## src/rtl/cpu_pkg.sv

```systemverilog
`default_nettype none
// ============================================================================
//  Package     : cpu_pkg
//  Description : Shared constants and types for the 5-stage MIPS core with
//                CP0 exceptions: exception codes, instruction-memory window,
//                exception handler entry point, IF/ID stage record.
//  Revision    : 1.0 - initial release
// ============================================================================
package cpu_pkg;

   // CP0 Cause.ExcCode values
   localparam logic [4:0] EXC_NONE = 5'd0;
   localparam logic [4:0] EXC_INT  = 5'd0;
   localparam logic [4:0] EXC_ADEL = 5'd4;
   localparam logic [4:0] EXC_ADES = 5'd5;
   localparam logic [4:0] EXC_RI   = 5'd10;
   localparam logic [4:0] EXC_OV   = 5'd12;

   // Instruction memory window (inclusive) and exception entry point
   localparam logic [31:0] IM_BASE    = 32'h0000_3000;
   localparam logic [31:0] IM_LAST    = 32'h0000_4ffc;
   localparam logic [31:0] HANDLER_PC = 32'h0000_4180;

   // Contents of the IF/ID pipeline register
   typedef struct packed {
      logic [31:0] pc;
      logic [31:0] instr;
      logic [4:0]  exccode;
      logic        bd;
      logic        valid;
   } if_id_t;

endpackage : cpu_pkg
`default_nettype wire

```

## src/rtl/fetch_adel_check.sv

```systemverilog
`default_nettype none
// ============================================================================
//  Module      : fetch_adel_check
//  Description : Combinational instruction-fetch address check. Flags AdEL
//                when the address is not word aligned or lies outside the
//                instruction memory window [IM_BASE, IM_LAST] (unsigned).
//                Also used for the eret target check in CP0.
//  Ports       : pc   (in, 32) - address to check
//                adel (out, 1) - 1 = address error on load/fetch
//  Revision    : 1.0 - initial release
// ============================================================================
module fetch_adel_check #(
   parameter logic [31:0] IM_BASE = cpu_pkg::IM_BASE,
   parameter logic [31:0] IM_LAST = cpu_pkg::IM_LAST
) (
   input  logic [31:0] pc,
   output logic        adel
);
   // Plain unsigned magnitude compares: no +4 arithmetic, so nothing wraps.
   always_comb begin
      adel = (pc[1:0] != 2'b00) || (pc < IM_BASE) || (pc > IM_LAST);
   end

endmodule : fetch_adel_check
`default_nettype wire

```

## src/rtl/if_id_stage.sv

```systemverilog
`default_nettype none
// ============================================================================
//  Module      : if_id_stage
//  Description : IF/ID pipeline register. Captures the fetched PC/instruction
//                pair, flags AdEL on the fetch address, tags delay-slot
//                status and handles stall, exception flush and eret kill.
//                Edge priority: reset > exc_flush > stall (en=0) >
//                eret_kill > normal load.
//  Ports       : clk, reset (sync, active-high)
//                en, exc_flush, eret_kill       - pipeline control
//                pc_f, instr_f, bd_f            - fetch stage inputs
//                pc_d, instr_d, exccode_d, bd_d, valid_d - decode outputs
//                fetch_cnt (only with IF_ID_FETCH_CNT_EN) - normal-load count
//  Options     : `define IF_ID_FETCH_CNT_EN adds the fetch_cnt output.
//  Revision    : 1.0 - initial release
// ============================================================================
module if_id_stage #(
   parameter logic [31:0] IM_BASE    = cpu_pkg::IM_BASE,
   parameter logic [31:0] IM_LAST    = cpu_pkg::IM_LAST,
   parameter logic [31:0] HANDLER_PC = cpu_pkg::HANDLER_PC
) (
   input  logic        clk,
   input  logic        reset,
   input  logic        en,
   input  logic        exc_flush,
   input  logic        eret_kill,
   input  logic [31:0] pc_f,
   input  logic [31:0] instr_f,
   input  logic        bd_f,
   output logic [31:0] pc_d,
   output logic [31:0] instr_d,
   output logic [4:0]  exccode_d,
   output logic        bd_d,
`ifdef IF_ID_FETCH_CNT_EN
   output logic [31:0] fetch_cnt,
`endif
   output logic        valid_d
);
   import cpu_pkg::*;

   if_id_t stage_q;
   if_id_t stage_d;
   logic   adel_f;
   logic   load_f;

   fetch_adel_check #(
      .IM_BASE (IM_BASE),
      .IM_LAST (IM_LAST)
   ) u_adel (
      .pc   (pc_f),
      .adel (adel_f)
   );

   // Next-state selection in priority order; reset is applied in the flop.
   always_comb begin
      stage_d = stage_q;
      load_f  = 1'b0;
      if (exc_flush) begin
         // Bubble carries the handler PC so EPC logic sees a sane value.
         stage_d.pc      = HANDLER_PC;
         stage_d.instr   = 32'd0;
         stage_d.exccode = EXC_NONE;
         stage_d.bd      = 1'b0;
         stage_d.valid   = 1'b0;
      end else if (!en) begin
         stage_d = stage_q;
      end else if (eret_kill) begin
         // Squash the instruction after eret but keep its PC.
         stage_d.pc      = pc_f;
         stage_d.instr   = 32'd0;
         stage_d.exccode = EXC_NONE;
         stage_d.bd      = 1'b0;
         stage_d.valid   = 1'b0;
      end else begin
         load_f          = 1'b1;
         stage_d.pc      = pc_f;
         stage_d.instr   = adel_f ? 32'd0 : instr_f;
         stage_d.exccode = adel_f ? EXC_ADEL : EXC_NONE;
         stage_d.bd      = bd_f;
         stage_d.valid   = 1'b1;
      end
   end

   always_ff @(posedge clk) begin
      if (reset) begin
         stage_q.pc      <= IM_BASE;
         stage_q.instr   <= 32'd0;
         stage_q.exccode <= EXC_NONE;
         stage_q.bd      <= 1'b0;
         stage_q.valid   <= 1'b0;
      end else begin
         stage_q <= stage_d;
      end
   end

   assign pc_d      = stage_q.pc;
   assign instr_d   = stage_q.instr;
   assign exccode_d = stage_q.exccode;
   assign bd_d      = stage_q.bd;
   assign valid_d   = stage_q.valid;

`ifdef IF_ID_FETCH_CNT_EN
   logic [31:0] fetch_cnt_q;
   logic [31:0] fetch_cnt_d;

   // Counts every normal load, AdEL loads included; wraps modulo 2^32.
   always_comb begin
      fetch_cnt_d = fetch_cnt_q;
      if (load_f) begin
         fetch_cnt_d = fetch_cnt_q + 32'd1;
      end
   end

   always_ff @(posedge clk) begin
      if (reset) begin
         fetch_cnt_q <= 32'd0;
      end else begin
         fetch_cnt_q <= fetch_cnt_d;
      end
   end

   assign fetch_cnt = fetch_cnt_q;
`else
   // load_f only feeds the optional counter.
   logic unused_load_f;
   assign unused_load_f = load_f;
`endif

endmodule : if_id_stage
`default_nettype wire

```

## config.mk

```make
export PLATFORM = sky130hd
export DESIGN_NAME = if_id_stage
export DESIGN_NICKNAME = d
export VERILOG_FILES = /design/src/rtl/cpu_pkg.sv /design/src/rtl/fetch_adel_check.sv /design/src/rtl/if_id_stage.sv
export SDC_FILE = /design/constraint.sdc
export NUM_CORES = 1
export LEC_CHECK = 0
export BUFFER_PORTS_ARGS = -buffer_cell sky130_fd_sc_hd__buf_2
export CAP_MARGIN = 5
export CORE_UTILIZATION = 36
export DETAILED_ROUTE_END_ITERATION = 8
export GPL_TIMING_DRIVEN = 0
export MAX_ROUTING_LAYER = met4
export PLACE_DENSITY = 0.66
export SLEW_MARGIN = 15
export SYNTH_ARGS = -nofsm -noshare
export SYNTH_HDL_FRONTEND = slang
export SYNTH_SLANG_ARGS = --single-unit
```

## constraint.sdc

```tcl
create_clock -name clk -period 2.6 [get_ports clk]
set_clock_uncertainty 0.1 [all_clocks]
set_input_delay 0.52 -clock clk [delete_from_list [all_inputs] [get_ports clk]]
set_output_delay 0.52 -clock clk [all_outputs]
set_load 0.01 [all_outputs]
```

==> results.json, run 1 <==
{
  "area_growth_syn_to_layout_pct": 35.16,
  "regToRegStartpoint": "pc_d[14]$_SDFFE_PP0P_",
  "gp_congestion": 0.7471,
  "fp.dieArea_um2": 8096,
  "critical_path.n_buffers_inverters": 2,
  "die_width_um": 89.98,
  "core_area_um2": 7370,
  "number_of_vias_per_cell_after_detailed_routing": 4.817,
  "antenna_violations_before_repair": 0,
  "fill_cells": 740,
  "period_needed_ns": 1.625,
  "worstReg2RegEnd": "pc_d[14]$_SDFFE_PP0P_",
  "timing.critical_path.required_ns": 2.77,
  "setup_ws_ns": 0.9752,
  "max_stage_delay_ns": 0.33,
  "synth.lib_cells_used.distinct": 29,
  "critical_path_sink_type": "flop",
  "worstSetupEndpoint": "instr_d[26]$_SDFFE_PP0P_",
  "setup.worst_path.class": "input pin to flop",
  "critPathLaunch": "pc_f[16]",
  "synth_flop_cell": "dfxtp_1",
  "report.final.hold_viol_count": 0,
  "average_detailed_routed_wire_length_per_instance_um": 13.31,
  "worst_slew_pin_slew_ns": 0.5183,
  "cts.reportedPaths.clkPinSlew_ns": 0.07,
  "grt_overflow_total": 0,
  "maxSlewHeadroom_pct": 65.45,
  "worst_r2r_path_depth": 3,
  "cts_setup_buffers": 0,
  "clock_buffers_created_by_tritoncts": 9,
  "dieHeight_um": 89.98,
  "tritoncts": "built",
  "cts_root_buf": "clkbuf_8",
  "sequential_element_share_of_the_synthesized_area_pct": 48.14,
  "fin_hold_ws_ns": 0.2973,
  "hp-class": "input pin to flop",
  "max_clock_freq_ghz": 0.6155,
  "io_pins": 141,
  "synth_area_leaders": "dfxtp_1 (48%), mux2i_1 (10%), o21ai_2 (9.4%)",
  "via_count_of_the_first_global_routing_pass": 2404,
  "max-vdd-ir-drop_v": 0.0003120,
  "critical_path_peak_fanout": 10,
  "report.final.setup_viol": 0,
  "antenna_left": 0,
  "netlist_area_um2": 2786,
  "final_nets": 502,
  "worstPathCellList": "buf_2, nor4_1, o211ai_1, or2_4, buf_6, o21ai_2",
  "detail_route.drc_violations": 0,
  "cpMaxStageDelayCell": "nor4_1",
  "crit_path_start_kind": "input pin",
  "buffer_levels_on_the_longest_clock_path": 2,
  "detailedPlace.worstSlack_ns": 0.5995,
  "detailedRoute.firstIterationViolations": 34,
  "route.final.wire_length_mm": 7.132,
  "timing.critical_path.arrival_ns": 1.80,
  "syn-mean-instance-area_um2": 9.846,
  "timing.setup.tns_ns": 0,
  "finish.utilization_pct": 51.10,
  "buffer_ports.inserted": 135,
  "post-route-period-util_pct": 62.49,
  "grt_first_pass_wirelength_mm": 11.79,
  "vias": 2582,
  "yosys_register_bits": 67,
  "most_area_hungry_cell_type_in_the_yosys_netlist": "dfxtp_1",
  "row_cnt": 31,
  "clock-sinks": 67,
  "rrSetupSlack_ns": 1.70,
  "unrepaired_setup_endpoints_after_global_routing": "false",
  "synth_enable_flop_cells": 0,
  "detailed_place_hpwl_mm": 5.309,
  "power.static_leakage_uw": 0.001758,
  "grt_util_all_layers_pct": 18.74,
  "result_of_the_run": "completed",
  "cts-hold-fix-buffers": 0,
  "cts_resized": 0,
  "initial_core_util_pct": 37.81,
  "cellPowerDensity_nw_per_um2": 539.3,
  "critical-path-top-delay-family": "simple AND/OR/NAND/NOR gates",
  "fin_total_pwr_uw": 2031,
  "pin_count_of_the_biggest_net_entering_global_routing": 13,
  "maxCapViolCount": 0,
  "insertedDiodeCount": 0,
  "yosysWarnings": 0,
  "critical_path_depth_in_cells": 6,
  "post_synth_inst_count": 283,
  "htree_num_levels": 3,
  "synth_largest_type_area_fraction_pct": 48.14,
  "asyncSetResetFlopFracSynth_pct": 0,
  "slew_viols_final": 0,
  "fraction_of_final_layout_cells_with_drive_strength_greater_than_1_pct": 45.77,
  "drt_pass1_iterations": 4,
  "worst_skew_pair.late_latency_ns": 0.33
}
==> worst min-delay path by stage <==
stage | startpoint | endpoint | cells after the start | slack (ns)
finish | eret_kill | valid_d$_SDFFE_PP0P_ | 2 | 0.30
global route | eret_kill | valid_d$_SDFFE_PP0P_ | 2 | 0.30
CTS | eret_kill | valid_d$_SDFFE_PP0P_ | 2 | 0.28
detailed placement | exccode_d[2]$_SDFFE_PP0P_ | exccode_d[2]$_SDFFE_PP0P_ | 2 | 0.37
global placement | exccode_d[2]$_SDFFE_PP0P_ | exccode_d[2]$_SDFFE_PP0P_ | 2 | 0.36
floorplan | bd_d$_SDFFE_PP0P_ | bd_d$_SDFFE_PP0P_ | 2 | 0.39
==> power breakdown <==
part,total (uW),leakage [uW],internal [uW],switching (uW)
sequential,1060,0.000544,1050,9.72
combinational,227,0.00114,105,123
clock,748,0.0000770,340,408
total,2030,0.00176,1490,540
==> per-stage QoR <==
stage | instances | instance area (um2)
3_5_place_dp | 520 | 3597
5_1_grt | 536 | 3766
3_3_place_gp | 520 | 3597
2_1_floorplan | 286 | 2798
4_1_cts | 536 | 3766
6_report | 536 | 3766
==> cells in the final DEF, fill, tap and decap left out, drive strengths merged <==
cell / n
a211oi: 4
a21oi: 1
and3b: 1
buf: 153
clkbuf: 20
clkinv: 3
clkinvlp: 4
conb: 4
dfxtp: 67
inv: 1
mux2i: 29
nand2: 1
nand2b: 1
nand3: 35
nand3b: 33
nor2: 32
nor2b: 3
nor3: 1
nor3b: 1
nor4: 5
o2111ai: 1
o211ai: 1
o21ai: 32
o21bai: 2
or2: 2
==> sequential cells by signal, indices dropped and copies added, names as in the netlist <==
register,count
pc_d,32
instr_d,32
exccode_d,1
valid_d,1
bd_d,1
==> cell type report <==
class | instances | area [um2] | share of cell area (%)
Buffer | 29 | 156.4 | 4.153
Multi-Input combinational cell | 189 | 1296 | 34.42
Tap cell | 99 | 123.9 | 3.289
Sequential cell | 67 | 1341 | 35.61
Clock buffer | 9 | 123.9 | 3.289
Clock inverter | 7 | 45.04 | 1.196
Inverter | 1 | 3.754 | 0.09967
Timing Repair Buffer | 135 | 675.6 | 17.94
==> Yosys cell counts (2+ instances only) <==
cell type	count
nand3b_1	33
nor2b_1	3
dfxtp_1	67
nor4_1	3
nor4_2	2
clkbuf_1	11
o21ai_2	30
buf_1	3
buf_4	4
nor2_1	32
mux2i_1	29
o21ai_0	2
o21bai_1	2
nand3_1	35
a211oi_1	4
buf_2	8
buf_6	3
==> cells by family (layout without fill, tap and decap cells) <==
group	Yosys count	count (layout)	share of synthesized area, %
buf+inv	30	181	5.748
compound gates	41	41	12.17
mux	29	29	10.42
simple gates	115	115	23.40
other cells	1	4	0.1346
flops	67	67	48.14
==> routing by layer <==
metal	routed length, um	global-route usage, %
met1	3291	22.96
met4	94	6.855
met2	3208	28.97
met3	538	5.922
met5	0	-
Note: power is estimated with default switching activity, not from simulation.
==> inputs of run 2 (changes only) <==
PLACE_DENSITY = 0.68   (was 0.66)
clock period = 1.3 ns   (was 2.6 ns; I/O delays follow)
==> run 2 against run 1 <==
Against the previous run: cell count shrank 0.37%; register-to-register slack lost 1.3 ns; clock power grew 120%; worst hold slack lost 0.24 ns; sequential share of layout area shrank 0.65 points; setup slack lost 0.92 ns; clock-buffer cell count is the same; combinational power grew 110%; final area grew 1.9%; sequential cell count is the same; die area is the same; critical path depth is the same; largest cell class unchanged; largest power group unchanged.
==> results.json, run 2 (synthesis results as in run 1) <==
{
  "layout.cells.most_common": "buf_2",
  "drt_pass1_iterations": 4,
  "via_count_of_the_first_global_routing_pass": 2431,
  "layoutNonFillerInstCount": 534,
  "grt_util_all_layers_pct": 18.55,
  "timing.setup.tns_ns": 0,
  "io_pins": 141,
  "worstPathCellList": "buf_2, nor4_4, o211ai_1, or2_4, buf_8, o21ai_2",
  "max_stage_delay_ns": 0.30,
  "worst_skew_pair.late_latency_ns": 0.32,
  "fraction_of_final_layout_cells_with_drive_strength_greater_than_1_pct": 47.36,
  "detail_route.drc_violations": 0,
  "period_needed_ns": 1.242,
  "max-vdd-ir-drop_v": 0.0005784,
  "timing.critical_path.required_ns": 1.46,
  "post-route-cell-area_um2": 3836,
  "die_width_um": 89.98,
  "antenna_left": 0,
  "most-common-layout-cells": "buf_2 (144), dfxtp_1 (67), nand3_1 (35)",
  "final_nets": 502,
  "critical_path_peak_fanout": 10,
  "pin_count_of_the_biggest_net_entering_global_routing": 12,
  "hp-class": "input pin to flop",
  "report.final.hold_viol_count": 0,
  "cts.reportedPaths.clkPinSlew_ns": 0.07,
  "post-route-period-util_pct": 95.52,
  "insertedDiodeCount": 0,
  "detailedRoute.firstIterationViolations": 74,
  "cellPowerDensity_nw_per_um2": 1098,
  "dieHeight_um": 89.98,
  "result_of_the_run": "completed",
  "power.static_leakage_uw": 0.001798,
  "fp.dieArea_um2": 8096,
  "dpl_cell_area_um2": 3647,
  "slew_viols_final": 0,
  "timing.critical_path.arrival_ns": 1.40,
  "cts_root_buf": "clkbuf_8",
  "gp_congestion": 0.8071,
  "antenna_violations_before_repair": 0,
  "crit_path_start_kind": "input pin",
  "area_growth_syn_to_layout_pct": 37.67,
  "htree_num_levels": 3,
  "clock-sinks": 67,
  "initial_core_util_pct": 37.81,
  "fin_total_pwr_uw": 4213,
  "row_cnt": 31,
  "critical-path-top-delay-family": "simple AND/OR/NAND/NOR gates",
  "vias": 2552,
  "setup.worst_path.class": "input pin to flop",
  "buffer_ports.inserted": 135,
  "critical_path.n_buffers_inverters": 2,
  "maxCapViolCount": 0,
  "tritoncts": "built",
  "critical_path_sink_type": "flop",
  "grt_overflow_total": 0,
  "grt_first_pass_wirelength_mm": 11.78,
  "unrepaired_setup_endpoints_after_global_routing": "false",
  "route.final.wire_length_mm": 7.239,
  "report.final.setup_viol": 0,
  "buffer_levels_on_the_longest_clock_path": 2,
  "cts_setup_buffers": 0,
  "clock_buffers_created_by_tritoncts": 9,
  "number_of_vias_per_cell_after_detailed_routing": 4.779,
  "place_inst": 520,
  "cts-hold-fix-buffers": 0,
  "core_area_um2": 7370,
  "average_detailed_routed_wire_length_per_instance_um": 13.56,
  "cpMaxStageDelayCell": "or2_4",
  "max_clock_freq_ghz": 0.8053,
  "detailed_place_hpwl_mm": 5.490
}
## run 2: changes by cell type in the layout (fill, tap and decap cells not counted), moves of 2 or more
| cell | change |
|---|---|
| buf_6 | -3 |
| clkbuf_1 | -3 |
| clkinvlp_4 | -3 |
| nor4_1 | -2 |
| buf_1 | -2 |
| nor4_4 | +3 |
| buf_8 | +3 |
| clkbuf_2 | +4 |
## run 2: final cells by class
cell class	count	area (um2)
fill	719	3533
sequential	67	1341
multi-input combinational	189	1338
timing repair buffer	135	675.6
buffer	29	173.9
clock buffer	9	123.9
tap	99	123.9
clock inverter	5	56.30
inverter	1	3.754
## run 2: worst paths after layout
path | from | end | slack [ns] | depth (start not counted)
worst max register to register | pc_d[8]$_SDFFE_PP0P_ | pc_d[8]$_SDFFE_PP0P_ | 0.38 | 3
worst min-delay path | eret_kill | valid_d$_SDFFE_PP0P_ | 0.06 | 2
worst max-delay path | pc_f[16] | instr_d[3]$_SDFFE_PP0P_ | 0.06 | 6
worst min register to register | bd_d$_SDFFE_PP0P_ | bd_d$_SDFFE_PP0P_ | 0.37 | 2
## run 2: what timing repair did
| item | CTS | global route |
|---|---|---|
| setup endpoints to repair | 30 | 18 |
| endpoints found under the hold margin | 0 | 0 |
| gates resized for setup | 3 | 5 |
## run 2: metal layers
layer,track usage (%),vias up,share of wire [%],routed length (um)
li1,-,1282,-,-
met1,24.01,1176,47,3407
met5,-,-,0,0
met2,28.97,89,47,3375
met3,3.892,5,5.5,399
met4,6.048,0,0.79,57
## run 2: metrics by stage
step,hold WS [ns],util (%),worst slack (ns)
finish,0.06022,52.05,0.05824
global route,0.05990,52.05,0.01295
CTS,0.04606,52.00,0.02429
detailed placement,0.3605,49.49,-0.5468
global placement,0.3575,49.49,-0.5104
floorplan,0.2324,-,-0.008345
## run 2: where the power goes
group | internal [uW] | switching [uW]
clock | 861 | 767
sequential | 2090 | 19.4
combinational | 215 | 257
total | 3170 | 1040
